[src/rtl/control_unit.sv]
// control_unit: multicycle RISC-V style main controller.
// A Moore FSM sequences each instruction through its datapath steps; the ALU
// decoder, immediate-format decoder and PC write enable are combinational
// helpers layered on top of the state outputs.
module control_unit (
  input  logic       CLK,
  input  logic       RST,
  input  logic [6:0] OP,
  input  logic [2:0] funct3,
  input  logic       funct7,
  input  logic       Zero,
  output logic       PCWrite,
  output logic       AdrSrc,
  output logic       MemWrite,
  output logic       IRWrite,
  output logic [1:0] ResultSrc,
  output logic [2:0] ALUControl,
  output logic [1:0] ALUSrcA,
  output logic [1:0] ALUSrcB,
  output logic [1:0] ImmSrc,
  output logic       RegWrite
);

  localparam logic [6:0] OP_LW   = 7'b0000011;
  localparam logic [6:0] OP_SW   = 7'b0100011;
  localparam logic [6:0] OP_R    = 7'b0110011;
  localparam logic [6:0] OP_I    = 7'b0010011;
  localparam logic [6:0] OP_JAL  = 7'b1101111;
  localparam logic [6:0] OP_BEQ  = 7'b1100011;

  typedef enum logic [3:0] {
    FETCH    = 4'd0,
    DECODE   = 4'd1,
    MEMADR   = 4'd2,
    MEMREAD  = 4'd3,
    MEMWB    = 4'd4,
    MEMWRITE = 4'd5,
    EXECR    = 4'd6,
    ALUWB    = 4'd7,
    EXECI    = 4'd8,
    JAL      = 4'd9,
    BEQ      = 4'd10
  } state_t;

  state_t     state_r;
  state_t     state_next_s;
  logic [1:0] alu_op_s;
  logic       pc_update_s;
  logic       branch_s;

  // State register; reset pulls the FSM back to FETCH at any time, even mid-instruction.
  always_ff @(posedge CLK or posedge RST) begin
    if (RST) begin
      state_r <= FETCH;
    end else begin
      state_r <= state_next_s;
    end
  end

  // Next-state logic; only the opcode steers branching so funct fields cannot disturb sequencing.
  always_comb begin
    state_next_s = FETCH;
    case (state_r)
      FETCH: state_next_s = DECODE;
      DECODE: begin
        if ((OP == OP_LW) || (OP == OP_SW)) begin
          state_next_s = MEMADR;
        end else if (OP == OP_R) begin
          state_next_s = EXECR;
        end else if (OP == OP_I) begin
          state_next_s = EXECI;
        end else if (OP == OP_JAL) begin
          state_next_s = JAL;
        end else if (OP == OP_BEQ) begin
          state_next_s = BEQ;
        end else begin
          state_next_s = FETCH;
        end
      end
      MEMADR: begin
        if (OP == OP_LW) begin
          state_next_s = MEMREAD;
        end else begin
          state_next_s = MEMWRITE;
        end
      end
      MEMREAD:  state_next_s = MEMWB;
      EXECR:    state_next_s = ALUWB;
      EXECI:    state_next_s = ALUWB;
      JAL:      state_next_s = ALUWB;
      MEMWB:    state_next_s = FETCH;
      MEMWRITE: state_next_s = FETCH;
      ALUWB:    state_next_s = FETCH;
      BEQ:      state_next_s = FETCH;
      default:  state_next_s = FETCH;
    endcase
  end

  // Moore state outputs; everything not driven by a state stays 0, including the unused encodings.
  always_comb begin
    AdrSrc      = 1'b0;
    MemWrite    = 1'b0;
    IRWrite     = 1'b0;
    ResultSrc   = 2'b00;
    ALUSrcA     = 2'b00;
    ALUSrcB     = 2'b00;
    RegWrite    = 1'b0;
    alu_op_s    = 2'b00;
    pc_update_s = 1'b0;
    branch_s    = 1'b0;
    case (state_r)
      FETCH: begin
        IRWrite     = 1'b1;
        ALUSrcB     = 2'b10;
        ResultSrc   = 2'b10;
        pc_update_s = 1'b1;
      end
      DECODE: begin
        ALUSrcA = 2'b01;
        ALUSrcB = 2'b01;
      end
      MEMADR: begin
        ALUSrcA = 2'b10;
        ALUSrcB = 2'b01;
      end
      MEMREAD: begin
        AdrSrc = 1'b1;
      end
      MEMWB: begin
        ResultSrc = 2'b01;
        RegWrite  = 1'b1;
      end
      MEMWRITE: begin
        AdrSrc   = 1'b1;
        MemWrite = 1'b1;
      end
      EXECR: begin
        ALUSrcA  = 2'b10;
        alu_op_s = 2'b10;
      end
      ALUWB: begin
        RegWrite = 1'b1;
      end
      EXECI: begin
        ALUSrcA  = 2'b10;
        ALUSrcB  = 2'b01;
        alu_op_s = 2'b10;
      end
      JAL: begin
        ALUSrcA     = 2'b01;
        ALUSrcB     = 2'b10;
        pc_update_s = 1'b1;
      end
      BEQ: begin
        ALUSrcA  = 2'b10;
        alu_op_s = 2'b01;
        branch_s = 1'b1;
      end
      default: begin
        AdrSrc = 1'b0;
      end
    endcase
  end

  // PC write enable; Zero only matters while a branch is being resolved.
  always_comb begin
    PCWrite = pc_update_s | (branch_s & Zero);
  end

  // Immediate format follows the opcode directly.
  always_comb begin
    ImmSrc = 2'b00;
    case (OP)
      OP_LW:   ImmSrc = 2'b00;
      OP_I:    ImmSrc = 2'b00;
      OP_SW:   ImmSrc = 2'b01;
      OP_BEQ:  ImmSrc = 2'b10;
      OP_JAL:  ImmSrc = 2'b11;
      default: ImmSrc = 2'b00;
    endcase
  end

  // ALU decoder; subtract for R-type only when both OP[5] and funct7 flag it.
  always_comb begin
    ALUControl = 3'b000;
    case (alu_op_s)
      2'b00: ALUControl = 3'b000;
      2'b01: ALUControl = 3'b001;
      2'b10: begin
        case (funct3)
          3'b000: begin
            if (OP[5] & funct7) begin
              ALUControl = 3'b001;
            end else begin
              ALUControl = 3'b000;
            end
          end
          3'b010:  ALUControl = 3'b101;
          3'b110:  ALUControl = 3'b011;
          3'b111:  ALUControl = 3'b010;
          default: ALUControl = 3'b000;
        endcase
      end
      default: ALUControl = 3'b000;
    endcase
  end

endmodule

[config.mk]
export PLATFORM = sky130hd
export DESIGN_NAME = control_unit
export DESIGN_NICKNAME = d
export VERILOG_FILES = /design/src/rtl/control_unit.sv
export SDC_FILE = /design/constraint.sdc
export NUM_CORES = 1
export LEC_CHECK = 0
export CAP_MARGIN = 20
export CORE_MARGIN = 2
export CORE_UTILIZATION = 43
export CTS_BUF_LIST = sky130_fd_sc_hd__clkbuf_4
export CTS_CLUSTER_DIAMETER = 30
export DETAILED_ROUTE_END_ITERATION = 8
export PLACE_DENSITY = 0.86
export SLEW_MARGIN = 30
export SYNTH_ARGS = -nofsm -noshare
export SYNTH_HDL_FRONTEND = slang
export SYNTH_SLANG_ARGS = --single-unit
[constraint.sdc]
create_clock -name CLK -period 2.6 [get_ports CLK]
set_input_delay 0.52 -clock CLK [delete_from_list [all_inputs] [get_ports CLK]]
set_output_delay 0.52 -clock CLK [all_outputs]
set_load 0.03 [all_outputs]
* Word level (Yosys, flattened, before mapping)
Index checks and enable logic that the tools add are counted. Widths: inputs -> output; s select.
Word-level totals: register bits after elaboration 4, bits of input ports 14, output and inout port bits 16, logic and storage cells 57
Cells by class: equality and inequality tests 21, muxes and demuxes 21, bitwise operators 3, reductions and logical operators 11
Operators with widths (count):
- $mux 4 | 5
- $pmux 4 s5 | 1
- $eq 4x3->1 const B | 4
- $pmux 2 s2 | 4
- $eq 7x6->1 const B | 2
- $eq 7x7->1 const B | 2
- $eq 4x4->1 const B | 3
- $pmux 3 s4 | 1
- $reduce_or 2->1 | 5
- $eq 4x2->1 const B | 2
- $eq 7x2->1 const B | 1
- $eq 7x5->1 const B | 1
- $mux 1 | 7
- $eq 3x3->1 const B | 2
- $pmux 2 s3 | 1
- $pmux 3 s2 | 1
- $reduce_or 3->1 | 2
- $eq 4x1->1 const B | 1
- $logic_not 4->1 | 1
- $reduce_or 4->1 | 1
- $eq 3x2->1 const B | 1
- $logic_not 3->1 | 1
- $mux 3 | 1
- $and 1x1->1 | 2
- other kinds (4) | 4

* Depth between registers and ports, before layout
depth in word-level cells 7, depth in mapped cells 8, gate-level depth less buffers 7

* Worst setup path after synthesis
Ideal clock, no wire load.
path type register to output, start point reg state_r[1], end point out ALUControl[1], arrival time 2.012 ns, data required time 2.080 ns, setup slack 0.068 ns, stages on the path, launching flop included 6, path buffers 0, cells stage by stage dfrtp_1 or3b_1 a21oi_2 inv_1 ha_1 nor3b_1
Between the ends: cells in the longest elaborated chain, start to end 5, elaborated cells between the ends (all ways) 8, classes of those cells eq/ne: 5; mux: 2; reduce/logical: 1
Ends and longest elaborated chain:
- start: declaration | line 45 | state_t state_r;
- start signal: assignment | line 56 | state_r <= state_next_s;
- $eq 4x4->1 / $eq 4x3->1 (equally long branches) | line 111 | case (state_r)
- $reduce_or 2->1 (no source line)
- $pmux 2 s2 * | line 111
- $eq 2x2->1 / $eq 2x1->1 (equally long branches) | line 186 | case (alu_op_s)
- $pmux 3 s2 * | line 186
- end: declaration | line 17 | output logic [2:0] ALUControl,
Every way passes the cells marked *; elsewhere a longest branch is shown, timed or not.

* Final worst setup path
start point reg state_r[2], end point out ALUControl[1]
Same word-level chain as after synthesis.

==> metrics.md <==
| Metric | Value |
|---|---|
| Status | finished, final reports clean |
| Worst path depth | 6 |
| Crit path largest cell delay | 0.44 ns |
| Family with the most delay on the worst path | simple AND/OR/NAND/NOR gates |
| Residual DRC | 0 |
| Leakage power | around 0.39 nW |
| TNS Setup | 0 ns |
| Crit path max fanout | 6 |
| I/O Pins | 30 |
| Syn_nets | 89 |
| WP buf/inv | 2 |
| Placement Rows | 13 |
| Final Non-Filler Cells | between 100 and 150 |
| Synth top area cells | dfrtp_1, nand2b_1, nor3_2 |
| Average cell area after synthesis | slightly below 8 um^2 |
| Slowest cell on crit path | dfrtp_2 |
| CTS Root Cell | clkbuf_4 |
| Initial Util | 45.1% |
| Critical Path Source | state_r[2]$_DFF_PP0_ |
| Max-slew violation count | 0 |
| Post-layout util | between 70% and 80% |
| Synth Register Bits | 4 |
| CP endpoint kind | output port |
| CP cell instances | or3b_4 > a21oi_2 > inv_1 > ha_1 > nor3b_2 > buf_4 |
| DRT Pass-1 Iters | 4 |
| WP data required | about 2.1 ns |
| First-pass GRT wire length | around 2300 um |
| CTS tree | done |
| Commonest cells in the netlist | nand2b_1, nor2_1, nor3_1 |
| WL per Instance | ~13 um |
| DP HPWL | 1300 um |
| Async set-reset flop share out of synthesis | between 90% and 100% |
| Full die area | roughly 1700 um^2 |
| Cell count after placement | about 120 |
| Cell taking the most area after synthesis | dfrtp_1 |
| R2r startpoint | state_r[1]$_DFF_PP0_ |
| Nets | ~120 |
| # port buffers | 29 |
| Mapped cell area | slightly below 600 um^2 |
| R2R setup slack | between 1 and 1.5 ns |
| Yosys cell types | 33 |
| Vias | 650 |
| HP Class | in -> async |
| Vias per cell | between 5 and 6 |
| Worst VDD drop | ~510 uV |
| Biggest register | state_r |
| Share of cells above drive strength 1 | about 25% |
| Final Skew | 0.00670 ns |
| Endpoints failing setup | 0 |
| Max-slew headroom | ~78% |
| # diodes | 0 |
| GRT Util Overall | between 20% and 30% |
| Syn Inst Count | 73 |
| Number of global-route vias before repair | 604 |
| Die Height | about 41 um |
| Worst slew pin tran | approximately 0.33 ns |
| EDFF count, synth | 0 |
| Initial antenna violation count | 0 |
| Clock Sink Count | 4 |
| Final Hold Viols | 0 |
| Clock Tree Buf Depth | 2 |
| Inserted Clock Buffers | 3 |
| WP data arrival | approximately 2.0 ns |
| Final RePlAce weighted congestion | between 0.8 and 0.9 |
| Max reg flops | 4 |
| Die W | roughly 40 um |
| Final ANT Viol Nets | 0 |
| Reg2reg path depth | 4 |
| CP Class | reg -> out |
| Total grt overflow | 0 |
| Critical path endpoint | ALUControl[1] |
| Biggest regs | state_r x4 |
| Number of max-cap violations | 0 |
| Tmin final | between 2 and 2.5 ns |
| Period utilisation layout | roughly 95% |
| PwrDens | roughly 630 nW/um^2 |
| Largest net degree at the start of global routing | 10 |
| Core Area | between 1000 and 1500 um^2 |
| Area delta synth->final | 57.5% |
| Terminus of the critical flop-to-flop path | state_r[1]$_DFF_PP0_ |
| Max Freq | ~400 MHz |
| Total wire length | between 1500 and 2000 um |
| Synth warnings | 0 |
| DRT iter0 DRCs | 9 |
| Top_reg_cell synth | dfrtp_1 |
| Post-synth top area share | between 10% and 20% |
| RSZ-0062 raised after global routing | false |
| Count leader, synth | nand2b_1 |
| Sequential share of the synthesized area | between 10% and 20% |
| Startpoint types | flip-flop |
| H-tree depth | 1 |
| Clock latency on the worst-skew pair | approximately 0.24 ns |
| CTS clk-pin slew, worst paths | 0.04 ns |
-- what timing repair did --
action                     CTS  global route
setup endpoints to repair    1             3
pin swaps                    0             0
hold buffers                 0             0
resized for setup            1             5
buffers inserted             0             1
-- stage by stage --
stage / cell area (um^2) / power [mW] / hold slack, ns / setup WS [ns]
floorplan: 579 / 0.354 / 0.286 / 0.0684
global placement: 872 / 0.490 / 0.662 / 0.315
detailed placement: 872 / 0.497 / 0.661 / 0.276
CTS: 893 / 0.575 / 0.468 / 0.0156
global route: 912 / 0.613 / 0.475 / 0.0172
finish: 912 / 0.573 / 0.476 / 0.128
-- cells in the final DEF, fill, tap and decap left out, types with 2 or more instances in the layout --
cell type        Yosys  final
a21oi_1              2      2
and3b_1              3      3
buf_4                4     11
clkbuf_4             0      3
clkdlybuf4s50_1      0     23
dfrtp_2              0      3
ha_1                 2      2
inv_1                4      4
nand2_1              3      3
nand2b_1             6      6
nand4_1              2      2
nor2_1               5      5
nor2b_1              4      4
nor3_1               5      5
nor3_2               3      3
nor3b_1              3      2
nor3b_2              1      2
o21a_1               3      3
xor2_1               3      3
-- where the power goes --
group | leakage (nW) | total (mW) | internal (mW) | switching, mW
logic | 0.326 | 0.406 | 0.181 | 0.224
registers | 0.0483 | 0.0905 | 0.0732 | 0.0173
clock network | 0.0138 | 0.0767 | 0.0516 | 0.0251
-- logic make-up (layout without fill, tap and decap cells) --
kind of cell | after synthesis | count (layout) | share of synthesized area (%)
xor+xnor | 4 | 4 | 6.05
simple gates | 41 | 41 | 46.2
fa+ha+maj | 2 | 2 | 4.32
buf+inv | 9 | 42 | 9.72
flops | 4 | 4 | 17.3
compound gates | 13 | 13 | 16.4
-- worst min-delay path by stage --
stage / startpoint / endpoint / slack (ns) / depth (start not counted)
2_1_floorplan: RST / state_r[0]$_DFF_PP0_ / 0.29 / 1
3_3_place_gp: state_r[3]$_DFF_PP0_ / state_r[3]$_DFF_PP0_ / 0.66 / 2
3_5_place_dp: state_r[3]$_DFF_PP0_ / state_r[3]$_DFF_PP0_ / 0.66 / 2
4_1_cts: RST / state_r[2]$_DFF_PP0_ / 0.47 / 2
5_1_grt: RST / state_r[0]$_DFF_PP0_ / 0.48 / 2
6_report: RST / state_r[2]$_DFF_PP0_ / 0.48 / 2
-- cell type report --
type | count | area (um^2)
Fill cell | 117 | 373
Tap cell | 15 | 18.8
Multi-Input combinational cell | 60 | 430
Inverter | 4 | 15.0
Clock buffer | 3 | 22.5
Sequential cell | 4 | 104
Timing Repair Buffer | 35 | 322
-- routing by layer --
| metal | up-vias | global-route usage, % | share of wire (%) |
|---|---|---|---|
| li1 | 327 | - | - |
| met1 | 298 | 18.8 | 38 |
| met2 | 25 | 46.8 | 56 |
| met3 | 0 | 4.89 | 6.1 |
| met4 | 0 | 2.50 | 0 |
| met5 | - | 0 | 0 |
(Power assumes the default switching activity.)
